### src/rtl/fpadd_stream_ctrl.sv
// fpadd_stream_ctrl
//   Streaming wrapper around a free-running pipelined FP16 adder. It accepts
//   operand pairs over valid/ready and registers them onto the adder inputs.
//   A valid delay line follows each operation through the adder, and a
//   first-word-fall-through FIFO catches the results. The input is credit
//   gated: ready is only offered while the FIFO entries plus the operations
//   still in the adder stay below DEPTH, so no result can ever be dropped.
//   This block does no arithmetic. Results pass through bit-exact.
//
// Ports
//   clk_59, rst_59           clock, synchronous active-high reset
//   in_valid_59/in_ready_59  operand handshake, in_a_59/in_b_59 operands
//   add_a_59/add_b_59        registered operands to the adder
//   add_c_59                 adder result, valid LAT edges after the operands launch
//   out_valid_59/out_ready_59/out_data_59  result stream (FIFO head)
//   inflight_59              operations issued but not yet captured
module fpadd_stream_ctrl #(
   parameter int W     = 16,
   parameter int LAT   = 3,
   parameter int DEPTH = 4
) (
   input  logic                       clk_59,
   input  logic                       rst_59,
   input  logic                       in_valid_59,
   output logic                       in_ready_59,
   input  logic [W-1:0]               in_a_59,
   input  logic [W-1:0]               in_b_59,
   output logic [W-1:0]               add_a_59,
   output logic [W-1:0]               add_b_59,
   input  logic [W-1:0]               add_c_59,
   output logic                       out_valid_59,
   input  logic                       out_ready_59,
   output logic [W-1:0]               out_data_59,
   output logic [$clog2(LAT+1)-1:0]   inflight_59
);

   localparam int IW = $clog2(LAT+1);
   localparam int CW = $clog2(DEPTH+1);
   localparam int PW = $clog2(DEPTH);
   localparam int SW = ((CW > IW) ? CW : IW) + 1;

   logic [W-1:0]   r_add_a;
   logic [W-1:0]   r_add_b;
   // r_vld[k-1] marks an operation that entered the adder k edges ago
   logic [LAT-1:0] r_vld;
   logic [W-1:0]   r_mem [DEPTH];
   logic [PW-1:0]  r_wr_ptr;
   logic [PW-1:0]  r_rd_ptr;
   logic [CW-1:0]  r_count;

   logic           w_accept;
   logic           w_push;
   logic           w_pop;
   logic           w_in_ready;
   logic           w_not_empty;
   logic [IW-1:0]  w_inflight;
   logic [SW-1:0]  w_credit_sum;

   always_comb begin
      w_inflight = '0;
      for (int i = 0; i < LAT; i++) begin
         w_inflight = w_inflight + IW'(r_vld[i]);
      end
   end

   // Credit comes from registers only, so a pop raises ready one cycle later.
   assign w_credit_sum = SW'(r_count) + SW'(w_inflight);
   assign w_in_ready   = w_credit_sum < SW'(DEPTH);
   assign w_not_empty  = r_count != '0;
   assign w_accept     = in_valid_59 && w_in_ready;
   // The oldest tracked operation has its result on add_c_59 this cycle.
   assign w_push       = r_vld[LAT-1];
   assign w_pop        = w_not_empty && out_ready_59;

   always_ff @(posedge clk_59) begin
      if (rst_59) begin
         r_add_a <= '0;
         r_add_b <= '0;
         r_vld   <= '0;
      end else begin
         if (w_accept) begin
            r_add_a <= in_a_59;
            r_add_b <= in_b_59;
         end
         r_vld[0] <= w_accept;
         for (int k = 1; k < LAT; k++) begin
            r_vld[k] <= r_vld[k-1];
         end
      end
   end

   always_ff @(posedge clk_59) begin
      if (rst_59) begin
         r_wr_ptr <= '0;
         r_rd_ptr <= '0;
         r_count  <= '0;
      end else begin
         if (w_push) r_wr_ptr <= r_wr_ptr + PW'(1);
         if (w_pop)  r_rd_ptr <= r_rd_ptr + PW'(1);
         case ({w_push, w_pop})
            2'b10:   r_count <= r_count + CW'(1);
            2'b01:   r_count <= r_count - CW'(1);
            default: r_count <= r_count;
         endcase
      end
   end

   // Storage needs no reset: the head is masked to zero while empty.
   always_ff @(posedge clk_59) begin
      if (w_push) r_mem[r_wr_ptr] <= add_c_59;
   end

   assign in_ready_59  = w_in_ready;
   assign add_a_59     = r_add_a;
   assign add_b_59     = r_add_b;
   assign out_valid_59 = w_not_empty;
   assign out_data_59  = w_not_empty ? r_mem[r_rd_ptr] : '0;
   assign inflight_59  = w_inflight;

endmodule

### config.mk
export PLATFORM = sky130hd
export DESIGN_NAME = fpadd_stream_ctrl
export DESIGN_NICKNAME = d
export VERILOG_FILES = /design/src/rtl/fpadd_stream_ctrl.sv
export SDC_FILE = /design/constraint.sdc
export NUM_CORES = 1
export LEC_CHECK = 0
export CAP_MARGIN = 10
export CORE_MARGIN = 2
export CORE_UTILIZATION = 50
export DETAILED_ROUTE_END_ITERATION = 10
export MAX_ROUTING_LAYER = met4
export PLACE_DENSITY = 0.89
export SLEW_MARGIN = 20
export SYNTH_ARGS = -nofsm -noshare
export SYNTH_HDL_FRONTEND = slang
export SYNTH_SLANG_ARGS = --single-unit
### constraint.sdc
create_clock -name clk_59 -period 2.6 [get_ports clk_59]
set_input_delay 0.39 -clock clk_59 [delete_from_list [all_inputs] [get_ports clk_59]]
set_output_delay 0.39 -clock clk_59 [all_outputs]
set_load 0.05 [all_outputs]
==> flow_metrics.env <==
export IMPL_fin_crit_sh_pct=94.6
export IMPL_die_h_um=100
export IMPL_fin_crit_ps=2460
export IMPL_dp_hpwl_um=6130
export IMPL_grt_max_degree=46
export IMPL_setup_viol=0
export IMPL_synth_top_area_cell="edfxtp_1"
export IMPL_async_reset_ff_share_pct=0
export IMPL_synth_cells=306
export IMPL_ios=104
export IMPL_synth_warnings=0
export IMPL_hold_worst_slack_ps=480
export IMPL_crit_path_start_kind="flop"
export IMPL_wl_per_cell_um=17.5
export IMPL_clockBufferDepth=2
export IMPL_diodes=0
export IMPL_start_util_pct=50.6
export IMPL_antenna_left=0
export IMPL_worstPathRequired_ps=2210
export IMPL_hold_path_class="reg2reg"
export IMPL_ir_drop_mv=0.380
export IMPL_p_leak_nw=2.07
export IMPL_ctsHtreeMaxLevel=3
export IMPL_worst_slack_ps=139
export IMPL_via_per_inst=5.47
export IMPL_syn_num_nets=366
export IMPL_post_dp_cell_area_um2=5680
export IMPL_antenna_found_initial=0
export IMPL_grt_pass1_wl_um=14900
export IMPL_multi_input_area_um2=1630
export IMPL_drive_above_1_share_pct=26.2
export IMPL_cts_root_buf="clkbuf_8"
export IMPL_gp_congestion=0.743
export IMPL_clk_latency_ps=360
export IMPL_synth_area_top_cells="edfxtp_1, dfxtp_1, mux4_2"
export IMPL_final_util_pct=65.2
export IMPL_yosysMostFrequentCell="edfxtp_1"
export IMPL_syn_to_final_growth_pct=28.8
export IMPL_cts_tree="built"
export IMPL_ys_types=32
export IMPL_fmax_ghz=0.406
export IMPL_clock_sinks=108
export IMPL_fin_tns_setup_ps=0
export IMPL_finalNetCount=471
export IMPL_synth_flop_cell="edfxtp_1"
export IMPL_final_area_um2=5940
export IMPL_gr_total_overflow=0
export IMPL_finClkSkew_ps=12.6
export IMPL_cap_violations=0
export IMPL_synthTopCellsByCount="edfxtp_1, dfxtp_1, nand2b_1, nand4b_1, o21ai_2"
export IMPL_clkTransAtPathRegs_ps=100
export IMPL_first_global_vias=3009
export IMPL_worst_path_max_fanout=9
export IMPL_vias=2881
export IMPL_whs_path_depth=2
export IMPL_end_kind="output port"
export IMPL_gr_usage_all_layers_pct=19.9
export IMPL_wirelength_um=9210
export IMPL_seqCellArea_um2=2800
export IMPL_syn_avg_cell_area_um2=15.1
export IMPL_worst_r2r_path_depth=7
export IMPL_core_area_um2=9110
export IMPL_outcome="finished clean"
export IMPL_drtIter0Drc=121
export IMPL_fp_row_count=35
export IMPL_cts_made_buffers=9
export IMPL_rsz0062_at_grt="false"
export IMPL_netlist_area_um2=4610
export IMPL_nFillCells=654
export IMPL_die_area_um2=10000
export IMPL_path_class="reg2out"
export IMPL_drcViolationCount=0
export IMPL_die_w_um=100
export IMPL_ctsHoldBuffers=0
export IMPL_final_hold_violation_count=0
export IMPL_pre_cts_ws_ps=192
export IMPL_maxSlewViolCount=0
export IMPL_cp_data_arrival_time_ps=2070
export IMPL_ys_seq_elements=108
export IMPL_yosysSeqAreaShare_pct=60.8
export IMPL_slew_headroom_pct=45.7
export IMPL_yosys_area_top_type_share_pct=41.7
export IMPL_power_density_nw_per_um2=645
export IMPL_dr_pass1_iters=4
export IMPL_synth_edf_count=64
export IMPL_portBuffers=103
export IMPL_worst_slew_pin_slew_ps=815
-- report_power, final --
group	internal, W	switching [W]	leakage (nW)
logic	0.000394	0.000577	1.04
clock network	0.000368	0.000588	0.0905
registers	0.00186	0.0000407	0.938
total	0.00263	0.00121	2.07
-- per-stage QoR --
| stage | total power (W) | instances |
|---|---|---|
| 2_1_floorplan | 0.00261 | 306 |
| 6_report | 0.00383 | 527 |
| 5_1_grt | 0.00399 | 527 |
| 3_5_place_dp | 0.00291 | 505 |
| 4_1_cts | 0.00387 | 523 |
| 3_3_place_gp | 0.00289 | 505 |
-- layout by cell type (no fill, tap or decap), types with 9 or more instances in the layout --
cell type and n:
nand4b_1 32, clkbuf_8 9, buf_4 28, nand2b_1 32
dfxtp_1 43, clkdlybuf4s50_1 85, mux4_2 16, o21ai_2 30
nor2b_4 10, edfxtp_1 64
-- per-layer routing --
metal  up-vias  routed length [µm]  global-route usage, %
met2        96                4620                   33.8
li1       1343                   -                      -
met4         0                 107                   6.64
met1      1431                3820                   23.3
met3        11                 661                   5.15
met5         -                   0                      -
-- sequential cells by signal, summed over array words and instances, names as in the netlist, named ones only --
name      count
r_rd_ptr      2
r_wr_ptr      2
add_b_59     16
r_count       3
add_a_59     16
r_mem        64
r_vld         3
-- worst paths after layout --
check | from | to | slack, ps
setup reg to reg | r_vld[2]$_SDFF_PP0_ | add_b_59[0]$_SDFFE_PP0P_ | 410
hold reg to reg | add_b_59[8]$_SDFFE_PP0P_ | add_b_59[8]$_SDFFE_PP0P_ | 480
hold / removal | add_b_59[8]$_SDFFE_PP0P_ | add_b_59[8]$_SDFFE_PP0P_ | 480
setup / recovery | r_vld[2]$_SDFF_PP0_ | in_ready_59 | 140
-- area by class of cell --
class	instances	area share [%]
multi-input cells	167	27.4
flip-flops and latches	108	47.2
clock buffers	10	2.15
clock inverters	6	0.948
inverters	8	0.506
well taps	111	2.34
repair buffers	117	19.4
-- kinds of logic (layout without fill, tap and decap cells) --
kind of cell    count (synthesis)  count (layout)  share of synthesized area [%]
mux                            17              17                           8.03
fa+ha+maj                       8               8                           2.50
compound gates                 39              39                           7.19
simple gates                   99              99                           16.6
flops                         108             108                           60.8
buf+inv                        31             141                           4.07
xor+xnor                        4               4                          0.760
-- worst max-delay path: stages (launching register included) --
cell	delay (ps)
dfxtp_2	380
fa_2	350
ha_1	320
a311oi_4	360
buf_12	170
buf_12	130
-- repair_timing --
action                                  CTS  global route
gates cloned                              1             0
gates resized for setup                   1             1
setup buffers                             1             4
endpoints found under the setup margin    1             1
pin swaps                                 1             1
Power figures use the tool's default switching activity.
==> variant 1: new RTL, same flow settings <==
Change the parameter `LAT` from 3 to 6.
--- a/src/rtl/fpadd_stream_ctrl.sv
+++ b/src/rtl/fpadd_stream_ctrl.sv
@@ -16,7 +16,7 @@
 //   inflight_59              operations issued but not yet captured
 module fpadd_stream_ctrl #(
    parameter int W     = 16,
-   parameter int LAT   = 3,
+   parameter int LAT   = 6,
    parameter int DEPTH = 4
 ) (
    input  logic                       clk_59,
Interface: changed (resized inflight_59); port bits go from 104 to 105. No check against the original RTL was run, so the function may have changed too.
==> variant 1 against the original RTL <==
The flow now finishes with violations (negative setup slack). Sequential cell count up 3. Synthesized area up 0.90%. Sequential share of layout area down 0.83 points. Setup slack worse by 1.0 ns. Cell area up 4.0%. First-iteration DRC count up 6.6%. Wire length up 0.65%.
Power is not compared: it rests on default switching activity, and its combinational part moved more than twofold at a synthesized area within 25%.
==> variant 1: results (changes against the original RTL) <==
crit_fanout: 2  # was 9
fin_skew_ns: 0.0179  # was 0.0126 ns
seq_area_frac_synth_pct: 61.6  # was 60.8%
dpl.hpwl_mm: 6.11  # was 6.13 mm
setup_slack_ns: -0.894  # was 0.139 ns
setup_viol: 37  # was 0
outcome: "complete, but fails checks"  # was finished clean
r2r_cells: 12  # was 7
layout.nets: 495  # was 471
track_usage_pct: 19.9  # about the same
nFillCells: 615  # was 654
synth_top_cells_by_count: "64 x edfxtp_1, 64 x nand2b_1, 47 x dfxtp_1"  # was 64 x edfxtp_1, 44 x dfxtp_1, 32 x nand2b_1, 32 x nand4b_1, 30 x o21ai_2
grt_max_degree: 79  # was 46
crit_arrival_ns: 3.10  # was 2.07 ns
tightest_slew_ns: 0.862  # was 0.815 ns
vias_per_cell: 5.08  # was 5.47
setup_tns_ns: -21.07  # was 0 ns
grt_pass1_wl_mm: 14.9  # about the same
synth_cell_type_count: 29  # was 32
grt_pass1_vias: 3033  # was 3009
reg2reg_slack_ns: -0.65  # was 0.41 ns
ys_top_cells_by_area: "edfxtp_1 41%, dfxtp_1 20%, nand2b_1 8.6%"  # was edfxtp_1 42%, dfxtp_1 19%, mux4_2 7.8%
syn_nets: 380  # was 366
portBuffers: 104  # was 103
pre_cts_slack_ns: -0.639  # was 0.192 ns
violations: "negative setup slack"
drive_gt1_share_pct: 18.3  # was 26.2%
[variant 1: changes by cell type in the layout (fill, tap and decap cells not counted), moves of 4 or more]
cell	before	now
and2b_1	5	1
buf_4	28	24
inv_1	7	11
mux2i_1	1	33
nand2b_1	32	64
nand4b_1	32	0
nor2b_1	4	20
nor2b_4	10	0
o21ai_2	30	0
[variant 1: routing by layer]
layer	up-vias	global-route usage, %	wire length [µm]
met2	94	33.6	4640
met3	13	3.83	454
met5	-	-	0
met4	0	5.58	127
li1	1328	-	-
met1	1346	24.7	4050
[variant 1: layout make-up]
type	count	area, µm²	area share (%)
Tap cell	111	139	2.25
Timing Repair Buffer	121	1280	20.7
Sequential cell	111	2860	46.4
Clock buffer	10	128	2.07
Multi-Input combinational cell	176	1650	26.7
Inverter	12	45.0	0.730
Clock inverter	6	75.1	1.22
[variant 1: worst min path at each step]
stage / startpoint / cells after the start / slack [ns] / endpoint
floorplan: r_vld[2] / 1 / 0.45 / r_vld[3]
global placement: add_a_59[7] / 2 / 0.46 / add_a_59[7]
detailed placement: add_b_59[2] / 2 / 0.47 / add_b_59[2]
CTS: add_b_59[4] / 2 / 0.49 / add_b_59[4]
global route: r_vld[1] / 1 / 0.51 / r_vld[2]
finish: add_a_59[4] / 2 / 0.49 / add_a_59[4]
[variant 1: power groups by stage]
| stage | combinational [µW] | clock, µW | sequential, µW |
|---|---|---|---|
| finish | 477 | 1060 | 1910 |
| detailed placement | 444 | 0 | 1950 |
| CTS | 481 | 1080 | 1910 |
| global placement | 433 | 0 | 1950 |
| floorplan | 145 | 0 | 2060 |
| global route | 504 | 1140 | 1920 |
[variant 1: what timing repair did]
action,4_1_cts,5_1_grt
gates cloned,3,0
pin swaps,3,1
setup buffers,4,1
gates resized for setup,14,3
setup endpoints to repair,37,37
[variant 1: metrics by stage]
stage	instance area, µm²	util, %	instances
after global routing	6170	67.5	547
after global placement	5790	63.2	525
after floorplan	4680	-	316
after CTS	6180	67.5	548
after detailed placement	5790	63.2	525
final	6170	67.5	547
[variant 1: cell families (layout without fill, tap and decap cells)]
| logic type | after synthesis | after routing | synth area share [%] |
|---|---|---|---|
| simple gates | 105 | 105 | 14.0 |
| mux | 49 | 49 | 14.9 |
| xor+xnor | 4 | 4 | 0.753 |
| compound gates | 6 | 6 | 0.699 |
| buf+inv | 29 | 149 | 4.28 |
| fa+ha+maj | 12 | 12 | 3.87 |
| flops | 111 | 111 | 61.6 |
[variant 1: critical path, cell delays in order (launching register included)]
cell	delay, ns
dfxtp_2	0.35
fa_1	0.54
inv_1	0.05
fa_1	0.49
inv_2	0.05
ha_4	0.15
fa_2	0.57
ha_4	0.21
nand3_2	0.07
and2_4	0.15
buf_12	0.13
==> variant 2: new RTL, config.mk and constraints unchanged <==
Without the edit above. Reset style: asynchronous (`rst_59`), changed in 2 clocked blocks. Comments in the files are not updated.
--- a/src/rtl/fpadd_stream_ctrl.sv
+++ b/src/rtl/fpadd_stream_ctrl.sv
@@ -72,7 +72,7 @@
    assign w_push       = r_vld[LAT-1];
    assign w_pop        = w_not_empty && out_ready_59;
 
-   always_ff @(posedge clk_59) begin
+   always_ff @(posedge clk_59 or posedge rst_59) begin
       if (rst_59) begin
          r_add_a <= '0;
          r_add_b <= '0;
@@ -89,7 +89,7 @@
       end
    end
 
-   always_ff @(posedge clk_59) begin
+   always_ff @(posedge clk_59 or posedge rst_59) begin
       if (rst_59) begin
          r_wr_ptr <= '0;
          r_rd_ptr <= '0;
Behaviour: differs if rst_59 is asserted again (counterexample within 4 cycles, from zero or initial values and one cycle with rst_59 high); with rst_59 held inactive, the same outputs for 10 cycles.
==> variant 2 against the original RTL <==
Sequential share of layout area up 5.7 points. Cell area down 5.3%. Synthesized cell count shrank 30%. Fmax grew 1.5%. Die area is 7.3% lower. Setup slack gained 0.036 ns. Synthesized area down 7.6%. Utilization up 2.9 points. Wire length shrank 17%. Sequential cell count is 2 lower. Register-to-register slack got worse by 0.07 ns. Critical endpoint is now out_valid_59.
Power is not shown: default switching activity piles up to over one toggle a cycle in this logic, so the estimate is an artifact.
==> variant 2: results (changes against the original RTL) <==
outcome: "finished clean"  # unchanged
grt_pass1_wl_mm: 11.8  # was 14.9 mm
pre_cts_slack_ns: 0.346  # was 0.192 ns
synthArstFlopShare_pct: 39.6  # was 0%
slew_viol_final: 0  # unchanged
post_cts_buffers: 0  # was 1
gp_congestion: 0.673  # was 0.743
top_register: "r_mem"  # unchanged
grt_pass1_vias: 2383  # was 3009
synth_xor_area_share_pct: 1.23  # was 0.760%
drive_gt1_share_pct: 29.6  # was 26.2%
portBuffers: 103  # unchanged
r2r-start: "r_vld[2]"  # unchanged
layout.nets: 390  # was 471
syn_nets: 274  # was 366
yosys.area_share.adder_pct: 2.70  # was 2.50%
fin_skew_ns: 0.00685  # was 0.0126 ns
crit_arrival_ns: 2.03  # was 2.07 ns
avgRoutedWirePerCell_um: 17.3  # was 17.5 µm
cts_buffer_depth: 2  # unchanged
track_usage_pct: 18.4  # was 19.9%
dp.cells: 424  # was 505
r2r_cells: 6  # was 7
crit_fanout: 4  # was 9
setup_slack_ns: 0.175  # was 0.139 ns
post_cts_resized: 0  # was 1
synth_mux_area_share_pct: 19.7  # was 8.03%
cp_slowest_cell: "clkdlybuf4s50_1"  # was dfxtp_2
crit_start: "r_count[0]"  # was r_vld[2]
instances_no_fill: 440  # was 527
vias: 2210  # was 2881
grt_max_degree: 27  # was 46
synth_cell_type_count: 22  # was 32
ys_top_cells_by_area: "edfxtp_1 45%, dfrtp_1 25%, mux2_4 10%"  # was edfxtp_1 42%, dfxtp_1 19%, mux4_2 7.8%
hp-class: "in -> async"  # was reg -> reg
synth_compound_area_share_pct: 0.470  # was 7.19%
seq_area_frac_synth_pct: 69.8  # was 60.8%
cp_slowest_stage_delay_ns: 0.74  # was 0.38 ns
synth_cells: 214  # was 306
place_area_mm2: 0.00544  # was 0.00568 mm²
slew_headroom_pct: 64.1  # was 45.7%
first_iter_violations: 128  # was 121
nFillCells: 570  # was 654
reg2reg_slack_ns: 0.34  # was 0.41 ns
rr_endpoint: "add_a_59[2]"  # was add_b_59[0]
holdWs_ns: 0.167  # was 0.480 ns
crit_end: "out_valid_59"  # was in_ready_59
cts_made_buffers: 9  # unchanged
-- variant 2: cell count changes in the layout (fill, tap and decap cells not counted), sizes merged, moves of 32 or more --
cell and change:
dfrtp +42, dfxtp -44, mux2 +32, nand2b -32, nand4b -32, o21ai -33
-- variant 2: final cells by class --
class / instances / share of cell area [%]
Multi-Input combinational cell: 91 / 21.5
Tap cell: 105 / 2.34
Clock buffer: 9 / 2.20
Clock inverter: 7 / 1.07
Timing Repair Buffer: 114 / 19.4
Sequential cell: 106 / 52.9
Inverter: 8 / 0.534
-- variant 2: layer usage --
metal	routed length, µm	up-vias	global-route usage [%]
li1	-	1021	-
met1	3330	1074	23.7
met2	3630	105	28.1
met3	549	10	4.39
met4	122	0	8.10
met5	0	-	-
-- variant 2: per-stage QoR --
stage | TNS [ns] | utilization [%]
2_1_floorplan | -2.54 | -
3_3_place_gp | 0 | 65.9
3_5_place_dp | 0 | 65.9
4_1_cts | 0 | 68.1
5_1_grt | 0 | 68.1
6_report | 0 | 68.1
